`config.mk`:
```
export PLATFORM = sky130hd
export DESIGN_NAME = mem_ctrl_flat
export DESIGN_NICKNAME = d
export VERILOG_FILES = /design/src/rtl/mem_ctrl_pkg.sv /design/src/rtl/mem_ctrl_if.sv /design/src/rtl/mem_ctrl.sv /design/src/flat_wrapper.sv
export SDC_FILE = /design/constraint.sdc
export NUM_CORES = 1
export LEC_CHECK = 0
export ABC_AREA = 1
export BUFFER_PORTS_ARGS = -buffer_cell sky130_fd_sc_hd__buf_4
export CAP_MARGIN = 20
export CORE_UTILIZATION = 30
export CTS_CLUSTER_SIZE = 12
export DETAILED_ROUTE_END_ITERATION = 10
export MAX_ROUTING_LAYER = met4
export PLACE_DENSITY = 0.63
export SLEW_MARGIN = 10
export SYNTH_ARGS = -nofsm -noshare
export SYNTH_HDL_FRONTEND = slang
export SYNTH_SLANG_ARGS = --single-unit
```
`constraint.sdc`:
```
create_clock -name clk -period 4.5 [get_ports clk]
set_input_delay 0.225 -clock clk [delete_from_list [all_inputs] [get_ports clk]]
set_output_delay 0.225 -clock clk [all_outputs]
set_load 0.005 [all_outputs]
```
`src/rtl/mem_ctrl_pkg.sv`:
```
// Shared types, FSM encodings and byte helpers for the byte-serial RAM port controller.
package mem_ctrl_pkg;

  localparam int MC_ADDR_WIDTH = 32;
  localparam int MC_MAX_BYTES  = 4;

  localparam logic [2:0] MC_IDLE   = 3'd0;
  localparam logic [2:0] MC_IF_RD  = 3'd1;
  localparam logic [2:0] MC_MEM_RD = 3'd2;
  localparam logic [2:0] MC_MEM_WR = 3'd3;
  localparam logic [2:0] MC_DONE   = 3'd4;

  typedef logic [2:0]  mem_len_t;
  typedef logic [7:0]  ram_data_t;
  typedef logic [31:0] word_t;

  // Only 1, 2 and 4 byte accesses exist; anything else becomes a full word.
  function automatic mem_len_t norm_len(input mem_len_t len, input mem_len_t full_len);
    case (len)
      3'd1, 3'd2, 3'd4: return len;
      default:          return full_len;
    endcase
  endfunction

  function automatic ram_data_t word_byte(input word_t w, input logic [1:0] idx);
    return w[{idx, 3'b000} +: 8];
  endfunction

endpackage

```
`src/rtl/mem_ctrl_if.sv`:
```
// Pipeline (IF/MEM) and RAM side signals of the memory controller; the controller is the slave.
interface mem_ctrl_if
  import mem_ctrl_pkg::*;
#(
  parameter int ADDR_WIDTH = MC_ADDR_WIDTH
) ();

  logic                  if_req_i;
  logic [ADDR_WIDTH-1:0] if_addr_i;
  logic                  if_flush_i;
  word_t                 if_inst_o;
  logic                  if_done_o;

  logic                  mem_req_i;
  logic                  mem_we_i;
  mem_len_t              mem_len_i;
  logic [ADDR_WIDTH-1:0] mem_addr_i;
  word_t                 mem_wdata_i;
  word_t                 mem_rdata_o;
  logic                  mem_done_o;

  logic [ADDR_WIDTH-1:0] ram_addr_o;
  logic                  ram_wr_o;
  ram_data_t             ram_dout_o;
  ram_data_t             ram_din_i;

  logic                  stall_req_o;

  modport slave (
    input  if_req_i, if_addr_i, if_flush_i,
    output if_inst_o, if_done_o,
    input  mem_req_i, mem_we_i, mem_len_i, mem_addr_i, mem_wdata_i,
    output mem_rdata_o, mem_done_o,
    output ram_addr_o, ram_wr_o, ram_dout_o,
    input  ram_din_i,
    output stall_req_o
  );

  modport master (
    output if_req_i, if_addr_i, if_flush_i,
    input  if_inst_o, if_done_o,
    output mem_req_i, mem_we_i, mem_len_i, mem_addr_i, mem_wdata_i,
    input  mem_rdata_o, mem_done_o,
    input  ram_addr_o, ram_wr_o, ram_dout_o,
    output ram_din_i,
    input  stall_req_o
  );

endinterface

```
`src/rtl/mem_ctrl.sv`:
```
// Arbitrates one byte-wide RAM port between fetch and load/store, one byte per cycle (word read done at T+6, word store at T+5).
// No backpressure beyond holding req: requests are sampled only in IDLE, MEM wins, and stall_req_o covers a pending MEM access.
module mem_ctrl
  import mem_ctrl_pkg::*;
#(
  parameter int ADDR_WIDTH = MC_ADDR_WIDTH,
  parameter int MAX_BYTES  = MC_MAX_BYTES
) (
  input  logic      clk,
  input  logic      rst,
  mem_ctrl_if.slave bus
);

  localparam mem_len_t FULL_LEN = mem_len_t'(MAX_BYTES);

  logic [2:0]            r_state;
  mem_len_t              r_cnt;
  mem_len_t              r_len;
  logic [ADDR_WIDTH-1:0] r_base;
  logic                  r_is_if;
  word_t                 r_wdata;
  word_t                 r_data;
  logic [ADDR_WIDTH-1:0] r_ram_addr;
  ram_data_t             r_ram_dout;

  logic                  w_reading;
  logic                  w_writing;
  logic                  w_issue;
  logic                  w_if_flush;
  logic                  w_done;
  logic [ADDR_WIDTH-1:0] w_addr;
  logic [1:0]            w_cap_idx;
  ram_data_t             w_wr_byte;

  assign w_reading  = (r_state == MC_IF_RD) || (r_state == MC_MEM_RD);
  assign w_writing  = (r_state == MC_MEM_WR);
  assign w_done     = (r_state == MC_DONE);
  assign w_issue    = w_reading && (r_cnt < r_len);
  assign w_addr     = r_base + ADDR_WIDTH'(r_cnt);
  assign w_cap_idx  = 2'(r_cnt - 3'd1);
  assign w_wr_byte  = word_byte(r_wdata, r_cnt[1:0]);
  assign w_if_flush = bus.if_flush_i && r_is_if && ((r_state == MC_IF_RD) || w_done);

  // Address and write byte are live while sequencing, otherwise they hold the last driven value.
  assign bus.ram_wr_o    = w_writing;
  assign bus.ram_addr_o  = (w_issue || w_writing) ? w_addr : r_ram_addr;
  assign bus.ram_dout_o  = w_writing ? w_wr_byte : r_ram_dout;

  assign bus.if_done_o   = w_done && r_is_if && !bus.if_flush_i;
  assign bus.mem_done_o  = w_done && !r_is_if;
  assign bus.if_inst_o   = r_data;
  assign bus.mem_rdata_o = r_data;
  assign bus.stall_req_o = bus.mem_req_i && !(w_done && !r_is_if);

  always_ff @(posedge clk) begin
    if (rst) begin
      r_state    <= MC_IDLE;
      r_cnt      <= '0;
      r_len      <= '0;
      r_base     <= '0;
      r_is_if    <= 1'b0;
      r_wdata    <= '0;
      r_data     <= '0;
      r_ram_addr <= '0;
      r_ram_dout <= '0;
    end else begin
      if (w_issue || w_writing) begin
        r_ram_addr <= w_addr;
      end
      case (r_state)
        MC_IDLE: begin
          r_cnt <= '0;
          if (bus.mem_req_i) begin
            r_base  <= bus.mem_addr_i;
            r_len   <= norm_len(bus.mem_len_i, FULL_LEN);
            r_wdata <= bus.mem_wdata_i;
            r_is_if <= 1'b0;
            r_data  <= '0;
            r_state <= bus.mem_we_i ? MC_MEM_WR : MC_MEM_RD;
          end else if (bus.if_req_i) begin
            r_base  <= bus.if_addr_i;
            r_len   <= FULL_LEN;
            r_is_if <= 1'b1;
            r_data  <= '0;
            r_state <= MC_IF_RD;
          end
        end
        MC_IF_RD, MC_MEM_RD: begin
          if (w_if_flush) begin
            r_data  <= '0;
            r_state <= MC_IDLE;
          end else begin
            // RAM returns the byte addressed in the previous cycle.
            if (r_cnt != 3'd0) begin
              r_data[{w_cap_idx, 3'b000} +: 8] <= bus.ram_din_i;
            end
            if (r_cnt == r_len) begin
              r_state <= MC_DONE;
            end else begin
              r_cnt <= r_cnt + 3'd1;
            end
          end
        end
        MC_MEM_WR: begin
          r_ram_dout <= w_wr_byte;
          if (r_cnt == r_len - 3'd1) begin
            r_state <= MC_DONE;
          end else begin
            r_cnt <= r_cnt + 3'd1;
          end
        end
        MC_DONE: begin
          r_cnt   <= '0;
          r_state <= MC_IDLE;
        end
        default: begin
          r_state <= MC_IDLE;
        end
      endcase
    end
  end

endmodule

```
`src/flat_wrapper.sv`:
```
// flat-port wrapper written by rule: the top's interface ports become plain ports
module mem_ctrl_flat import mem_ctrl_pkg::*;
#(
  parameter int ADDR_WIDTH = MC_ADDR_WIDTH,
  parameter int MAX_BYTES  = MC_MAX_BYTES
)
  (clk, rst, bus_if_req_i, bus_if_addr_i, bus_if_flush_i, bus_if_inst_o, bus_if_done_o, bus_mem_req_i, bus_mem_we_i, bus_mem_len_i, bus_mem_addr_i, bus_mem_wdata_i, bus_mem_rdata_o, bus_mem_done_o, bus_ram_addr_o, bus_ram_wr_o, bus_ram_dout_o, bus_ram_din_i, bus_stall_req_o);
  mem_ctrl_if #(.ADDR_WIDTH(ADDR_WIDTH)) bus_i ();
  input  logic clk;
  input  logic rst;
  input wire logic [$bits(bus_i.if_req_i)-1:0] bus_if_req_i;
  input wire logic [$bits(bus_i.if_addr_i)-1:0] bus_if_addr_i;
  input wire logic [$bits(bus_i.if_flush_i)-1:0] bus_if_flush_i;
  output wire logic [$bits(bus_i.if_inst_o)-1:0] bus_if_inst_o;
  output wire logic [$bits(bus_i.if_done_o)-1:0] bus_if_done_o;
  input wire logic [$bits(bus_i.mem_req_i)-1:0] bus_mem_req_i;
  input wire logic [$bits(bus_i.mem_we_i)-1:0] bus_mem_we_i;
  input wire logic [$bits(bus_i.mem_len_i)-1:0] bus_mem_len_i;
  input wire logic [$bits(bus_i.mem_addr_i)-1:0] bus_mem_addr_i;
  input wire logic [$bits(bus_i.mem_wdata_i)-1:0] bus_mem_wdata_i;
  output wire logic [$bits(bus_i.mem_rdata_o)-1:0] bus_mem_rdata_o;
  output wire logic [$bits(bus_i.mem_done_o)-1:0] bus_mem_done_o;
  output wire logic [$bits(bus_i.ram_addr_o)-1:0] bus_ram_addr_o;
  output wire logic [$bits(bus_i.ram_wr_o)-1:0] bus_ram_wr_o;
  output wire logic [$bits(bus_i.ram_dout_o)-1:0] bus_ram_dout_o;
  input wire logic [$bits(bus_i.ram_din_i)-1:0] bus_ram_din_i;
  output wire logic [$bits(bus_i.stall_req_o)-1:0] bus_stall_req_o;
  assign bus_i.if_req_i = bus_if_req_i;
  assign bus_i.if_addr_i = bus_if_addr_i;
  assign bus_i.if_flush_i = bus_if_flush_i;
  assign bus_if_inst_o = bus_i.if_inst_o;
  assign bus_if_done_o = bus_i.if_done_o;
  assign bus_i.mem_req_i = bus_mem_req_i;
  assign bus_i.mem_we_i = bus_mem_we_i;
  assign bus_i.mem_len_i = bus_mem_len_i;
  assign bus_i.mem_addr_i = bus_mem_addr_i;
  assign bus_i.mem_wdata_i = bus_mem_wdata_i;
  assign bus_mem_rdata_o = bus_i.mem_rdata_o;
  assign bus_mem_done_o = bus_i.mem_done_o;
  assign bus_ram_addr_o = bus_i.ram_addr_o;
  assign bus_ram_wr_o = bus_i.ram_wr_o;
  assign bus_ram_dout_o = bus_i.ram_dout_o;
  assign bus_i.ram_din_i = bus_ram_din_i;
  assign bus_stall_req_o = bus_i.stall_req_o;
  mem_ctrl #(.ADDR_WIDTH(ADDR_WIDTH), .MAX_BYTES(MAX_BYTES)) u_core (.clk(clk), .rst(rst), .bus(bus_i));
endmodule
```
==> impl_metrics.ini, run 1 <==
[power]
total_power_uw = 6420
ir_worst_vdd_v = 0.000237
cellPowerDensity_nw_per_um2 = 621
p_leak_uw = 0.00519

[routing]
ant_nets = 0
avgRoutedWirePerCell_um = 13.3
drt_wl_total_mm = 24.0
via_per_inst = 4.55
drcViolationCount = 9
dr.pass1.iters = 9
dr_total_vias = 8187
drt_iter0_markers = 463

[global_routing]
grt_max_degree = 68
antenna_found_initial = 0
gr-total-overflow = 0
gr-usage-all-layers_pct = 18.2
grt_pass1_vias = 7769
grt_pass1_wl_mm = 39.1

[placement]
dp_hpwl_mm = 18.6
pre_cts_slack_ns = 1.75
globalplace.congestion = 0.875
port_buffers = 220

[clocking]
clk_latency_ns = 0.43
clockBufferDepth = 2
cts_buffers = 17
cts_resized = 0
cts_hold_buffers = 0
clk_pin_slew_ns = 0.07
cts_setup_buffers = 0
cts.sinks = 146
cts_max_level = 4
cts-root-buf = clkbuf_16
cts_tree = yes

[critical_path]
crit_path_max_fanout = 55
critPathLaunchType = flip-flop
path_class = flip-flop to output port
arrival_ns = 2.89
endpoint_kind = output port
critPathRequiredTime_ns = 4.28

[floorplanning]
rows = 59
io_pins = 221
die_h_um = 166
start_util_pct = 30.8
core-area_um2 = 26200
die_area_um2 = 27600
die_width_um = 166

[synthesis]
synth_seq_area_share_pct = 36.2
netlist_instances = 1293
synth_edf_count = 0
synth_seq_cells = 146
yosys.area.top_type = dfxtp_1
ys.flop_type = dfxtp_1
synth-async-reset-ratio_pct = 0
synth_cell_types = 32
synthesis.area_um2 = 8080
synthTopCellsByArea = dfxtp_1, nand2_1, nor2_1, inv_1, o21ai_0
ys_warn_count = 0
synth_top_area_share_pct = 36.2
synth_fp_nets = 1420
syn_avg_cell_area_um2 = 6.25

[sta]
tightest_slew_ns = 0.729
fmax_mhz = 321
worst_slack_ns = 1.38
rsz0062_at_grt = no
drv_slew = 0
slew_headroom_pct = 51.4
setup_viol = 0
finalClockSkew_ns = 0.0104
period_share_pct = 69.2
period_needed_ns = 3.12
hold_viol_final = 0
tns_ns = 0

[final_layout]
area_growth_pct = 28.0
mostFrequentLayoutCells = nand2_1, buf_4, nor2_1
final_common_cell = nand2_1
nets = 1579
drive_gt1_share_pct = 19.7
num-fill-cells = 2795
antennaDiodeCount = 0

[worst_hold_path]
min_path_type = input pin to flip-flop

[outcome]
outcome = finished with violations
violations = design-rule violations

[job]
drv_cap = 0
## critical path, stage by stage, from the launching register on
cell and delay, ns:
dfxtp_1 0.72, ha_1 0.35, nand2_1 0.08, or2_2 0.11, nand3_2 0.08, nand2_4 0.41
inv_2 0.25, o21ai_1 0.22, inv_1 0.08, buf_4 0.14
## cell type report
class / instances / area, um2 / area share [%]
Timing Repair Buffer: 225 / 1690 / 16.3
Clock inverter: 15 / 208 / 2.01
Clock buffer: 17 / 425 / 4.11
Sequential cell: 146 / 2920 / 28.2
Inverter: 167 / 629 / 6.08
Tap cell: 335 / 419 / 4.05
Multi-Input combinational cell: 895 / 4050 / 39.2
## final timing paths
path	start	end	slack, ns	cells past startpoint
worst max-delay path	u_core.r_cnt[1]	bus_ram_addr_o[9]	1.38	9
worst min-delay path	bus_mem_wdata_i[26]	u_core.r_wdata[26]	0.01	3
worst max register to register	u_core.r_cnt[1]	u_core.bus.if_inst_o[23]	1.71	7
worst min register to register	u_core.r_base[2]	u_core.r_base[2]	0.46	2
## kinds of logic after synthesis
group                      after synthesis  synth area share [%]
buffers and inverters                  252                  13.8
and+or+nand+nor                        677                  34.7
DFF                                    146                  36.2
xor gates and xnor gates                 5                 0.542
AOI/OAI and AO/OA                      199                  12.5
adders and majority gates               14                  2.26
## synth_stat cells, types with 2 or more instances
cell type	instances
clkbuf_1	27
inv_2	7
o21ai_0	94
nand2_1	380
nand4_1	8
buf_4	39
nand2_4	5
nand2_2	2
nor3_1	10
or2_1	12
xor2_1	5
dfxtp_1	146
nand3_1	66
nand3_2	3
o21ai_1	8
ha_1	13
buf_1	7
inv_1	158
buf_2	11
nand3b_1	2
o21bai_1	6
nor2_1	178
nor2_2	3
or2_2	6
a21oi_1	90
## metal layers
metal  track usage, %  up-vias  wire length, um
met4             4.96        0              310
met2             26.7      231            10100
met5                -        -                0
li1                 -     4285                -
met1             25.6     3646            12100
met3             3.03       25             1460
## registers in the layout, summed over array words and instances (netlist names)
name and count:
u_core.r_wdata 32, u_core.r_state 3, u_core.r_cnt 3, u_core.r_ram_addr 32
u_core.r_is_if 1, u_core.r_ram_dout 8, u_core.bus.if_inst_o 32, u_core.r_len 3
u_core.r_base 32
## through the flow
stage                     instance area (um2)  hold WS [ns]  util, %  cells
after floorplan                          8080         0.360        -   1293
after global placement                   9710         0.440     37.1   1768
after detailed placement                 9710         0.443     37.1   1768
after CTS                               10300       0.00340     39.5   1800
after global routing                    10300        0.0115     39.5   1800
final                                   10300        0.0146     39.5   1800
## power breakdown
group	switching [uW]	internal [uW]
Clock	655	856
Sequential	262	1650
Combinational	1810	1180
Total	2730	3690
(Power assumes the default switching activity.)
==> inputs of run 2 (changes only) <==
--- a/config.mk
+++ b/config.mk
@@ -12,7 +12,7 @@
 export CTS_CLUSTER_SIZE = 12
 export DETAILED_ROUTE_END_ITERATION = 10
 export MAX_ROUTING_LAYER = met4
-export PLACE_DENSITY = 0.63
+export PLACE_DENSITY = 0.64
 export SLEW_MARGIN = 10
 export SYNTH_ARGS = -nofsm -noshare
 export SYNTH_HDL_FRONTEND = slang
==> constraint.sdc (replaced) <==
create_clock -name clk -period 2.74 [get_ports clk]
set_input_delay 0.137 -clock clk [delete_from_list [all_inputs] [get_ports clk]]
set_output_delay 0.137 -clock clk [all_outputs]
set_load 0.005 [all_outputs]
==> impl_metrics.ini, run 2 (synthesis gave the netlist of run 1 again) <==
[critical_path]
slowest_stage = dfxtp_1
r2r_start = u_core.r_cnt[1]
r2r_slack_ns = 0.53
rr_worst_depth = 8
arrival_ns = 2.44
path_class = flip-flop to output port
crit_path_max_fanout = 48
critPathRequiredTime_ns = 2.60
critPathLaunchType = flip-flop
path_cells = ha_1 > nand2_1 > or2_2 > nand3_2 > nand2_8 > or2_2 > o21ai_1 > inv_1 > buf_4
cp_slowest_stage_delay_ns = 0.38
cpMostUsedCell = or2_2
timing.rr.end = u_core.bus.if_inst_o[23]
endpoint_kind = output port

[sta]
tightest_slew_ns = 1.00
finalClockSkew_ns = 0.0187
holdWs_ns = 0.0237
tns_ns = 0
slew_headroom_pct = 33.0
hold_viol_final = 0
drv_slew = 0
fmax_mhz = 388
worst_slack_ns = 0.162
rsz0062_at_grt = no
period_share_pct = 94.1
period_needed_ns = 2.58
setup_viol = 0

[placement]
port_buffers = 220
pre_cts_slack_ns = 0.382
dp_hpwl_mm = 19.1
dp_cells = 1776
globalplace.congestion = 0.898

[power]
switching_power_uw = 4600
p_int_uw = 5980
p_seq_share_pct = 29.7
combPwrFrac_pct = 47.7
p_leak_uw = 0.00535
power_frac_clock_pct = 22.6
cellPowerDensity_nw_per_um2 = 987
swShare_pct = 43.5
ir_worst_vdd_v = 0.000405
total_power_uw = 10600

[global_routing]
grt_pass1_wl_mm = 40.0
antenna_found_initial = 0
grt_pass1_vias = 7720
grt_max_degree = 53
gr-total-overflow = 0
gr-usage-all-layers_pct = 18.9

[final_layout]
final_cells = 1839
area_growth_pct = 32.7
antennaDiodeCount = 0
final_common_cell = nand2_1
mostFrequentLayoutCells = nand2_1, buf_4, nor2_1
nets = 1618
drive_gt1_share_pct = 19.9

[floorplanning]
die_width_um = 166
rows = 59
die_h_um = 166
die_area_um2 = 27600
core-area_um2 = 26200
start_util_pct = 30.8
io_pins = 221

[clocking]
cts_buffers = 17
clockBufferDepth = 2
cts_tree = yes
cts.sinks = 146
cts-root-buf = clkbuf_16
clk_latency_ns = 0.44
cts_max_level = 4
clk_pin_slew_ns = 0.08

[routing]
drt_wl_total_mm = 25.3
dr_total_vias = 8295
avgRoutedWirePerCell_um = 13.7
ant_nets = 0
via_per_inst = 4.51
dr.pass1.iters = 8
drt_iter0_markers = 460
drcViolationCount = 10

[worst_hold_path]
min_path_type = input pin to flip-flop
min_delay_worst_endpoint = u_core.r_wdata[19]
min_from = bus_mem_wdata_i[19]
holdPathStages = 3

[outcome]
outcome = finished with violations
violations = design-rule violations

[job]
drv_cap = 0
==> run 2: changes by cell type in the layout (fill, tap and decap cells not counted), moves of 2 or more <==
cell and delta:
inv_8 +2, dlygate4sd3_1 +31, clkinv_8 +2, inv_6 -4, o21ai_0 -2, clkinv_4 +2
buf_4 +8, bufinv_16 -2
==> run 2: routing by layer <==
layer  track usage, %  vias to the layer above  wire (um)
met3             3.22                       29       1300
met4             5.97                        0        436
met2             27.1                      228      10400
met5                -                        -          0
li1                 -                     4376          -
met1             26.7                     3662      13100
==> run 2: repair_timing <==
item                       in CTS  in global routing
setup endpoints to repair      11                 24
hold endpoints to repair       30                  0
pin swaps                       0                  1
gates cloned                    0                  0
buffers inserted                0                  0
hold buffers                   31                  0
gates resized for setup         2                  7
==> run 2: how the worst max path moves through the flow <==
stage	from	to	slack, ns
global placement	u_core.r_cnt[0]	bus_ram_addr_o[5]	0.42
detailed placement	u_core.r_cnt[0]	bus_ram_addr_o[5]	0.38
CTS	u_core.r_cnt[0]	bus_ram_addr_o[9]	0.04
global route	u_core.r_cnt[2]	bus_ram_addr_o[15]	0.002
floorplan	u_core.r_cnt[1]	u_core.bus.if_inst_o[23]	0.60
finish	u_core.r_cnt[2]	bus_ram_addr_o[15]	0.16
==> run 2: power by group through the flow <==
stage / registers [uW] / clock network (uW) / logic [uW]
2_1_floorplan: 3050 / 0 / 3430
3_3_place_gp: 3170 / 0 / 4930
3_5_place_dp: 3180 / 0 / 4990
4_1_cts: 3140 / 2440 / 5060
5_1_grt: 3220 / 2520 / 5750
6_report: 3140 / 2390 / 5050
==> run 2: area by class of cell <==
cell class                      count  area [um2]
Clock inverter                     15         185
Timing Repair Buffer              264        2060
Sequential cell                   146        2920
Multi-Input combinational cell    895        4080
Fill cell                        2772       15500
Inverter                          167         632
Clock buffer                       17         425
Tap cell                          335         419
==> run 2: worst max-delay path, delay by kind of cell (launching register included) <==
family,cells,cell delay [ns]
and+or+nand+nor,5,1.00
DFF,1,0.38
adders and majority gates,1,0.32
buffers and inverters,2,0.18
AOI/OAI and AO/OA,1,0.10
==> run 2: metrics by stage <==
step                      instance area (um2)  util, %
after detailed placement                 9770     37.3
after floorplan                          8080        -
final                                   10700     40.9
after global placement                   9770     37.3
after global routing                    10700     40.9
after CTS                               10700     40.8
